**src/rtl/smg_display_ctrl.sv**
```systemverilog
// smg_display_ctrl: 4-digit 7-seg scan sequencer with slot brightness, enable gate and double-buffered load.
// Define SMG_LZB_EN to enable leading-zero blanking of digits 0..2.
module smg_display_ctrl #(
  parameter int SLOT_CYC = 4,
  parameter int BRIGHT_W = 3
) (
  input  logic                CLK1MS,
  input  logic                RSTn,
  input  logic                Disp_En,
  input  logic [BRIGHT_W-1:0] Bright,
  input  logic                Load_Req,
  input  logic [15:0]         Load_Data,
  output logic                Load_Ack,
  output logic [3:0]          Scan_Sig,
  output logic [3:0]          Digit_Data,
  output logic                Frame_Start
);
  localparam int CW = (SLOT_CYC > 2) ? $clog2(SLOT_CYC) : 1;
  logic [CW-1:0] c_q, c_d;
  logic [1:0] d_q, d_d;
  logic [15:0] act_q, act_d, sh_q, sh_d;
  logic pend_q, pend_d, run_q, run_d;
  logic [3:0] scan_q, scan_d, data_q, data_d;
  logic fs_q, fs_d, ack_q, ack_d;
  logic c_wrap, bound, blank, lit;
  logic [31:0] bs;
  always_comb begin
    c_wrap = 32'(c_q) == 32'(SLOT_CYC - 1);
    bound  = c_wrap && d_q == 2'd3;
    c_d    = c_wrap ? '0 : c_q + 1'b1;
    d_d    = c_wrap ? d_q + 2'd1 : d_q;
    bs     = 32'(Bright) > 32'(SLOT_CYC) ? 32'(SLOT_CYC) : 32'(Bright);
    lit    = 32'(c_q) + bs >= 32'(SLOT_CYC);
`ifdef SMG_LZB_EN
    blank  = d_q == 2'd0 ? act_q[15:12] == 4'h0 :
             d_q == 2'd1 ? act_q[15:8] == 8'h00 :
             d_q == 2'd2 ? act_q[15:4] == 12'h000 : 1'b0;
`else
    blank  = 1'b0;
`endif
    scan_d = Disp_En && lit && !blank ? 4'b1000 >> d_q : 4'b0000;
    data_d = 4'(act_q >> {~d_q, 2'b00});
    fs_d   = run_q && d_q == 2'd0 && c_q == '0;
    ack_d  = Load_Req && !pend_q;
    // A pending swap blocks new captures, so a boundary swap and a capture never share a clock
    act_d  = bound && pend_q ? sh_q : act_q;
    pend_d = ack_d || (pend_q && !bound);
    sh_d   = ack_d ? Load_Data : sh_q;
    run_d  = 1'b1;
  end
  always_ff @(posedge CLK1MS or negedge RSTn) begin
    if (!RSTn) begin
      c_q    <= '0;
      d_q    <= '0;
      act_q  <= '0;
      sh_q   <= '0;
      pend_q <= 1'b0;
      run_q  <= 1'b0;
      scan_q <= '0;
      data_q <= '0;
      fs_q   <= 1'b0;
      ack_q  <= 1'b0;
    end else begin
      c_q    <= c_d;
      d_q    <= d_d;
      act_q  <= act_d;
      sh_q   <= sh_d;
      pend_q <= pend_d;
      run_q  <= run_d;
      scan_q <= scan_d;
      data_q <= data_d;
      fs_q   <= fs_d;
      ack_q  <= ack_d;
    end
  end
  assign Scan_Sig    = scan_q;
  assign Digit_Data  = data_q;
  assign Frame_Start = fs_q;
  assign Load_Ack    = ack_q;
endmodule

```
**config.mk**
```make
export PLATFORM = sky130hd
export DESIGN_NAME = smg_display_ctrl
export DESIGN_NICKNAME = d
export VERILOG_FILES = /design/src/rtl/smg_display_ctrl.sv
export SDC_FILE = /design/constraint.sdc
export NUM_CORES = 1
export LEC_CHECK = 0
export CORE_ASPECT_RATIO = 1.4
export CORE_MARGIN = 2
export CORE_UTILIZATION = 45
export DETAILED_ROUTE_END_ITERATION = 7
export GPL_TIMING_DRIVEN = 0
export PLACE_DENSITY = 0.7
export SETUP_SLACK_MARGIN = 0.15
export SLEW_MARGIN = 40
export SYNTH_ARGS = -nofsm -noshare
export SYNTH_HDL_FRONTEND = slang
export SYNTH_SLANG_ARGS = --single-unit
```
**constraint.sdc**
```tcl
create_clock -name CLK1MS -period 2.9 [get_ports CLK1MS]
set_input_delay 0.725 -clock CLK1MS [delete_from_list [all_inputs] [get_ports CLK1MS]]
set_output_delay 0.725 -clock CLK1MS [all_outputs]
set_load 0.05 [all_outputs]
```
==> flow_summary.ini, run 1 <==
[run_status]
status = completed

[sta]
rsz0062_at_grt = false
setup-violations-final = 0
relSlewSlack_pct = 66.5
finalWorstSetupSlack_ns = 0.734
tightest_slew_ns = 0.500
skew_ns = 0.00887
fin_crit_sh_pct = 74.7
fmax_mhz = 462
min_period_ns = 2.17
slew_violations = 0
hold_viol = 0

[critical_path]
crit_path_end_kind = output pin
cp-start-kind = flop
required_ns = 2.17
slowest_stage = clkdlybuf4s50_1
cp_top_family = buffers and inverters
path_cells = clkdlybuf4s50_1
arrival_ns = 1.44
critPathBufInv = 1
crit_fanout = 1
max_stage_delay_ns = 0.80
crit_type = reg -> out

[synthesis]
synth_area_um2 = 1930
synth_common_cells = 48 x dfrtp_1, 22 x mux2_2, 10 x mux2_4, 7 x ha_1, 5 x and3_1
synth-edff-count = 0
ys_seq_area_share_pct = 62.1
synth_top_area_share_pct = 62.1
yosysTopAreaCell = dfrtp_1
ys.flop_type = dfrtp_1
synthArstFlopShare_pct = 100
synth.area.top_cells = dfrtp_1 62%, mux2_2 13%, mux2_4 7.8%
synth.distinct_cells = 18
syn_nets = 144
synth.most_common_cell = dfrtp_1
avgSynthCellArea_um2 = 17.0
yosysWarnings = 0
synth-seq-cells = 48
syn_inst = 114

[placement]
dp.cells = 192
place_ws_ns = 0.711
gp_congestion = 0.719
dpl-instance-area_um2 = 2330
numPortBuffers = 32
hpwl_um = 2120

[global_routing]
grt.total_usage_pct = 14.5
grt_pass1_vias = 1051
antenna_found_initial = 0
grt_max_degree = 31
grt_first_pass_wirelength_um = 5020
grt_overflow = 0

[route]
ant_nets = 0
first_pass_iters = 3
viasPerCell = 5.08
wl_um = 2980
drt_iter0_markers = 25
wl_per_cell_um = 14.9
remaining_drc_errors = 0
vias = 1015

[cts]
tritoncts = done
cts.clk_slew.worst_paths_ns = 0.09
worstSkewPairLatency_ns = 0.30
cts_root_buf = clkbuf_8
cts_sinks = 48
ctsHoldBuffers = 0
numCtsBuffers = 5
post_cts_buffers = 0
clockBufferDepth = 2
cts.htree.levels = 2
ctsResizeCount = 0

[power]
total_power_uw = 1400
pwr_density_cell_nw_per_um2 = 577
peakVddDrop_v = 0.000382
p_leak_uw = 0.00110

[die]
core_um2 = 4170
die_h_um = 81.6
dieWidth_um = 59.4
rows = 28
start_util_pct = 46.4
io_pins = 33
die_area_um2 = 4850

[layout]
nNetsFinal = 184
syn_to_final_growth_pct = 25.4
ff_latch_area_um2 = 1200
drive_above_1_share_pct = 32.9
num-fill-cells = 337
n_antenna_cell = 0
final_cells = 200
multi_input_area_um2 = 679
final_area_um2 = 2430

[run]
drv_cap = 0

[hold_path]
min_path_type = in -> async
per-layer routing:
metal	GRT usage [%]	wire length, µm	share of wire [%]	up-vias
met5	0	0	0	-
met4	6.14	36	1.2	0
met3	4.41	132	4.4	5
met2	23.4	1560	52	26
met1	17.8	1250	42	510
li1	-	-	-	474
path summary, 6_finish.rpt:
check / startpoint / end / slack [ns] / depth (start not counted)
worst min register to register: run_q / Frame_Start / 0.48 / 1
worst max-delay path: Digit_Data[2] / Digit_Data[2] / 0.73 / 1
worst min-delay path: RSTn / Scan_Sig[0] / 0.29 / 1
min in group CLK1MS: run_q / Frame_Start / 0.48 / 1
worst max register to register: d_q[1] / act_q[7] / 1.29 / 4
max in group asynchronous: RSTn / sh_q[11] / 2.18 / 2
cell usage in the layout, fill, tap and decap left out, drive strengths merged:
master and count:
dfrtp 48, mux2 32, clkdlybuf4s50 31, ha 7
clkbuf 6, buf 6, and3 5, inv 4
mux4 4, nor2b 2, clkinvlp 2, a311o 1
nor2 1, nand3 1, o21a 1, xor2 1
nand2 1, o21ai 1, conb 1
registers in the layout, indices dropped and copies added (netlist names):
name	cells
Digit_Data	4
sh_q	16
Frame_Start	1
pend_q	1
d_q	2
c_q	2
run_q	1
act_q	16
Load_Ack	1
Scan_Sig	4
power by group:
group          switching, µW  total (µW)  internal (µW)
Sequential              35.7         781            746
Combinational           85.2         210            125
Clock                    215         408            193
logic make-up (layout without fill, tap and decap cells):
| family | Yosys count | after routing | synth area share, % |
|---|---|---|---|
| flops | 48 | 48 | 62.1 |
| mux | 36 | 36 | 25.2 |
| simple gates | 10 | 10 | 3.56 |
| buf+inv | 8 | 49 | 2.78 |
| fa+ha+maj | 7 | 7 | 4.53 |
| compound gates | 3 | 3 | 1.16 |
| other cells | 1 | 1 | 0.194 |
| xor+xnor | 1 | 1 | 0.453 |
layout make-up:
type | instances | area share [%]
inverters | 4 | 0.619
multi-input cells | 58 | 28.0
clock inverters | 2 | 0.619
plain buffers | 4 | 1.60
well taps | 45 | 2.32
repair buffers | 33 | 13.9
flip-flops and latches | 48 | 49.5
clock buffers | 6 | 3.40
metrics by stage:
step | hold WS (ns) | util, % | setup TNS [ns]
floorplan | 0.429 | - | 0
global placement | 0.459 | 55.4 | -6.92
detailed placement | 0.464 | 55.9 | 0
CTS | 0.292 | 58.2 | 0
global route | 0.291 | 58.2 | 0
finish | 0.289 | 58.2 | 0
(Power assumes the default switching activity.)
==> run 2, diff against run 1 <==
--- a/config.mk
+++ b/config.mk
@@ -10,7 +10,7 @@
 export CORE_UTILIZATION = 45
 export DETAILED_ROUTE_END_ITERATION = 7
 export GPL_TIMING_DRIVEN = 0
-export PLACE_DENSITY = 0.7
+export PLACE_DENSITY = 0.72
 export SETUP_SLACK_MARGIN = 0.15
 export SLEW_MARGIN = 40
 export SYNTH_ARGS = -nofsm -noshare
==> constraint.sdc (replaced) <==
create_clock -name CLK1MS -period 1.8 [get_ports CLK1MS]
set_input_delay 0.45 -clock CLK1MS [delete_from_list [all_inputs] [get_ports CLK1MS]]
set_output_delay 0.45 -clock CLK1MS [all_outputs]
set_load 0.05 [all_outputs]
==> flow_summary.ini, run 2 (same netlist as run 1, synthesis figures left out) <==
[run_status]
status = completed

[critical_path]
r2r_slack_ns = 0.26
reg2regPathDepth = 4
crit_fanout = 1
max_stage_delay_ns = 0.52
cp-start-kind = flop
r2r-end = act_q[7]
path_cells = dlygate4sd2_1
arrival_ns = 1.14
critPathBufInv = 1
r2r_start = d_q[1]
required_ns = 1.35
cp_top_family = buffers and inverters
slowest_stage = dlygate4sd2_1
crit_path_end_kind = output pin
crit_type = reg -> out

[global_routing]
grt_first_pass_wirelength_um = 5220
grt_max_degree = 36
grt_pass1_vias = 1116
antenna_found_initial = 0
grt.total_usage_pct = 15.0
grt_overflow = 0

[power]
clockPowerShare_pct = 28.6
pwr-share-comb_pct = 14.8
p_leak_uw = 0.00113
p_sw_uw = 523
intPower_uw = 1710
swShare_pct = 23.5
seqPwrFrac_pct = 56.5
pwr_density_cell_nw_per_um2 = 920
peakVddDrop_v = 0.000518

[die]
rows = 28
dieWidth_um = 59.4
die_area_um2 = 4850
io_pins = 33
start_util_pct = 46.4
core_um2 = 4170
die_h_um = 81.6

[hold_path]
min_to = Frame_Start
min_path_type = reg -> reg
hold_depth = 1
hp-start = run_q

[sta]
skew_ns = 0.00369
finalWorstSetupSlack_ns = 0.206
fin_crit_sh_pct = 88.6
slew_violations = 0
min_period_ns = 1.59
hold_viol = 0
rsz0062_at_grt = false
timing.hold.ws_ns = 0.483
fmax_mhz = 627
setup-violations-final = 0

[cts]
clockBufferDepth = 2
cts_sinks = 48
cts.clk_slew.worst_paths_ns = 0.08
post_cts_buffers = 0
numCtsBuffers = 5
worstSkewPairLatency_ns = 0.29
cts_root_buf = clkbuf_8
cts.htree.levels = 2
tritoncts = done

[route]
wl_um = 3120
vias = 1034
wl_per_cell_um = 15.5
ant_nets = 0
first_pass_iters = 4
viasPerCell = 5.14
remaining_drc_errors = 0
drt_iter0_markers = 18

[layout]
top_regs = act_q x16, sh_q x16
nNetsFinal = 185
syn_to_final_growth_pct = 25.3
multi_input_area_um2 = 684
final_cells = 201
drive_above_1_share_pct = 33.3
mostFrequentLayoutCells = 47 x dfrtp_1, 22 x mux2_2, 21 x clkdlybuf4s50_1
layout_commonest_cell = dfrtp_1
ff_latch_area_um2 = 1200
num-fill-cells = 318
finish.utilization_pct = 58.1
n_antenna_cell = 0

[run]
drv_cap = 0

[placement]
hpwl_um = 2230
numPortBuffers = 32
gp_congestion = 0.699
dp.cells = 192
place_ws_ns = -0.105
-- run 2: routing by layer --
layer | GRT usage [%] | up-vias | wire [µm]
li1 | - | 479 | -
met1 | 16.9 | 526 | 1240
met2 | 26.3 | 24 | 1700
met3 | 3.78 | 5 | 123
met4 | 6.82 | 0 | 58
met5 | 0 | - | 0
-- run 2: how the worst max path moves through the flow --
stage / start / to / slack (ns) / cells past startpoint
2_1_floorplan: Bright[1] / Scan_Sig[0] / 0.41 / 4
3_3_place_gp: RSTn / Load_Ack / -0.95 / 1
3_5_place_dp: Load_Req / sh_q[2] / -0.10 / 5
4_1_cts: Load_Ack / Load_Ack / 0.17 / 1
5_1_grt: Load_Req / sh_q[13] / 0.15 / 5
6_report: Digit_Data[1] / Digit_Data[1] / 0.21 / 1
-- run 2: per-stage QoR --
step                TNS, ns  area [µm²]  power [µW]
floorplan                 0        1930        1480
global placement     -46.57        2310        1610
detailed placement    -1.12        2330        1630
CTS                       0        2420        2260
global route              0        2420        2340
finish                    0        2420        2230
-- run 2: cell type report --
class | count | share of cell area (%)
flip-flops and latches | 48 | 49.6
repair buffers | 34 | 13.9
multi-input cells | 58 | 28.2
clock buffers | 8 | 3.72
inverters | 4 | 0.620
well taps | 45 | 2.32
plain buffers | 4 | 1.60
-- run 2: power groups by stage --
stage	registers, µW	clock network (µW)	logic, µW
2_1_floorplan	1330	0	154
3_3_place_gp	1280	0	331
3_5_place_dp	1280	0	346
4_1_cts	1260	660	336
5_1_grt	1280	714	355
6_report	1260	638	331
-- run 2: repair_timing --
action,in CTS,in global routing
hold buffers,1,0
hold endpoints to repair,13,0
resized for setup,10,4
endpoints found under the setup margin,10,17
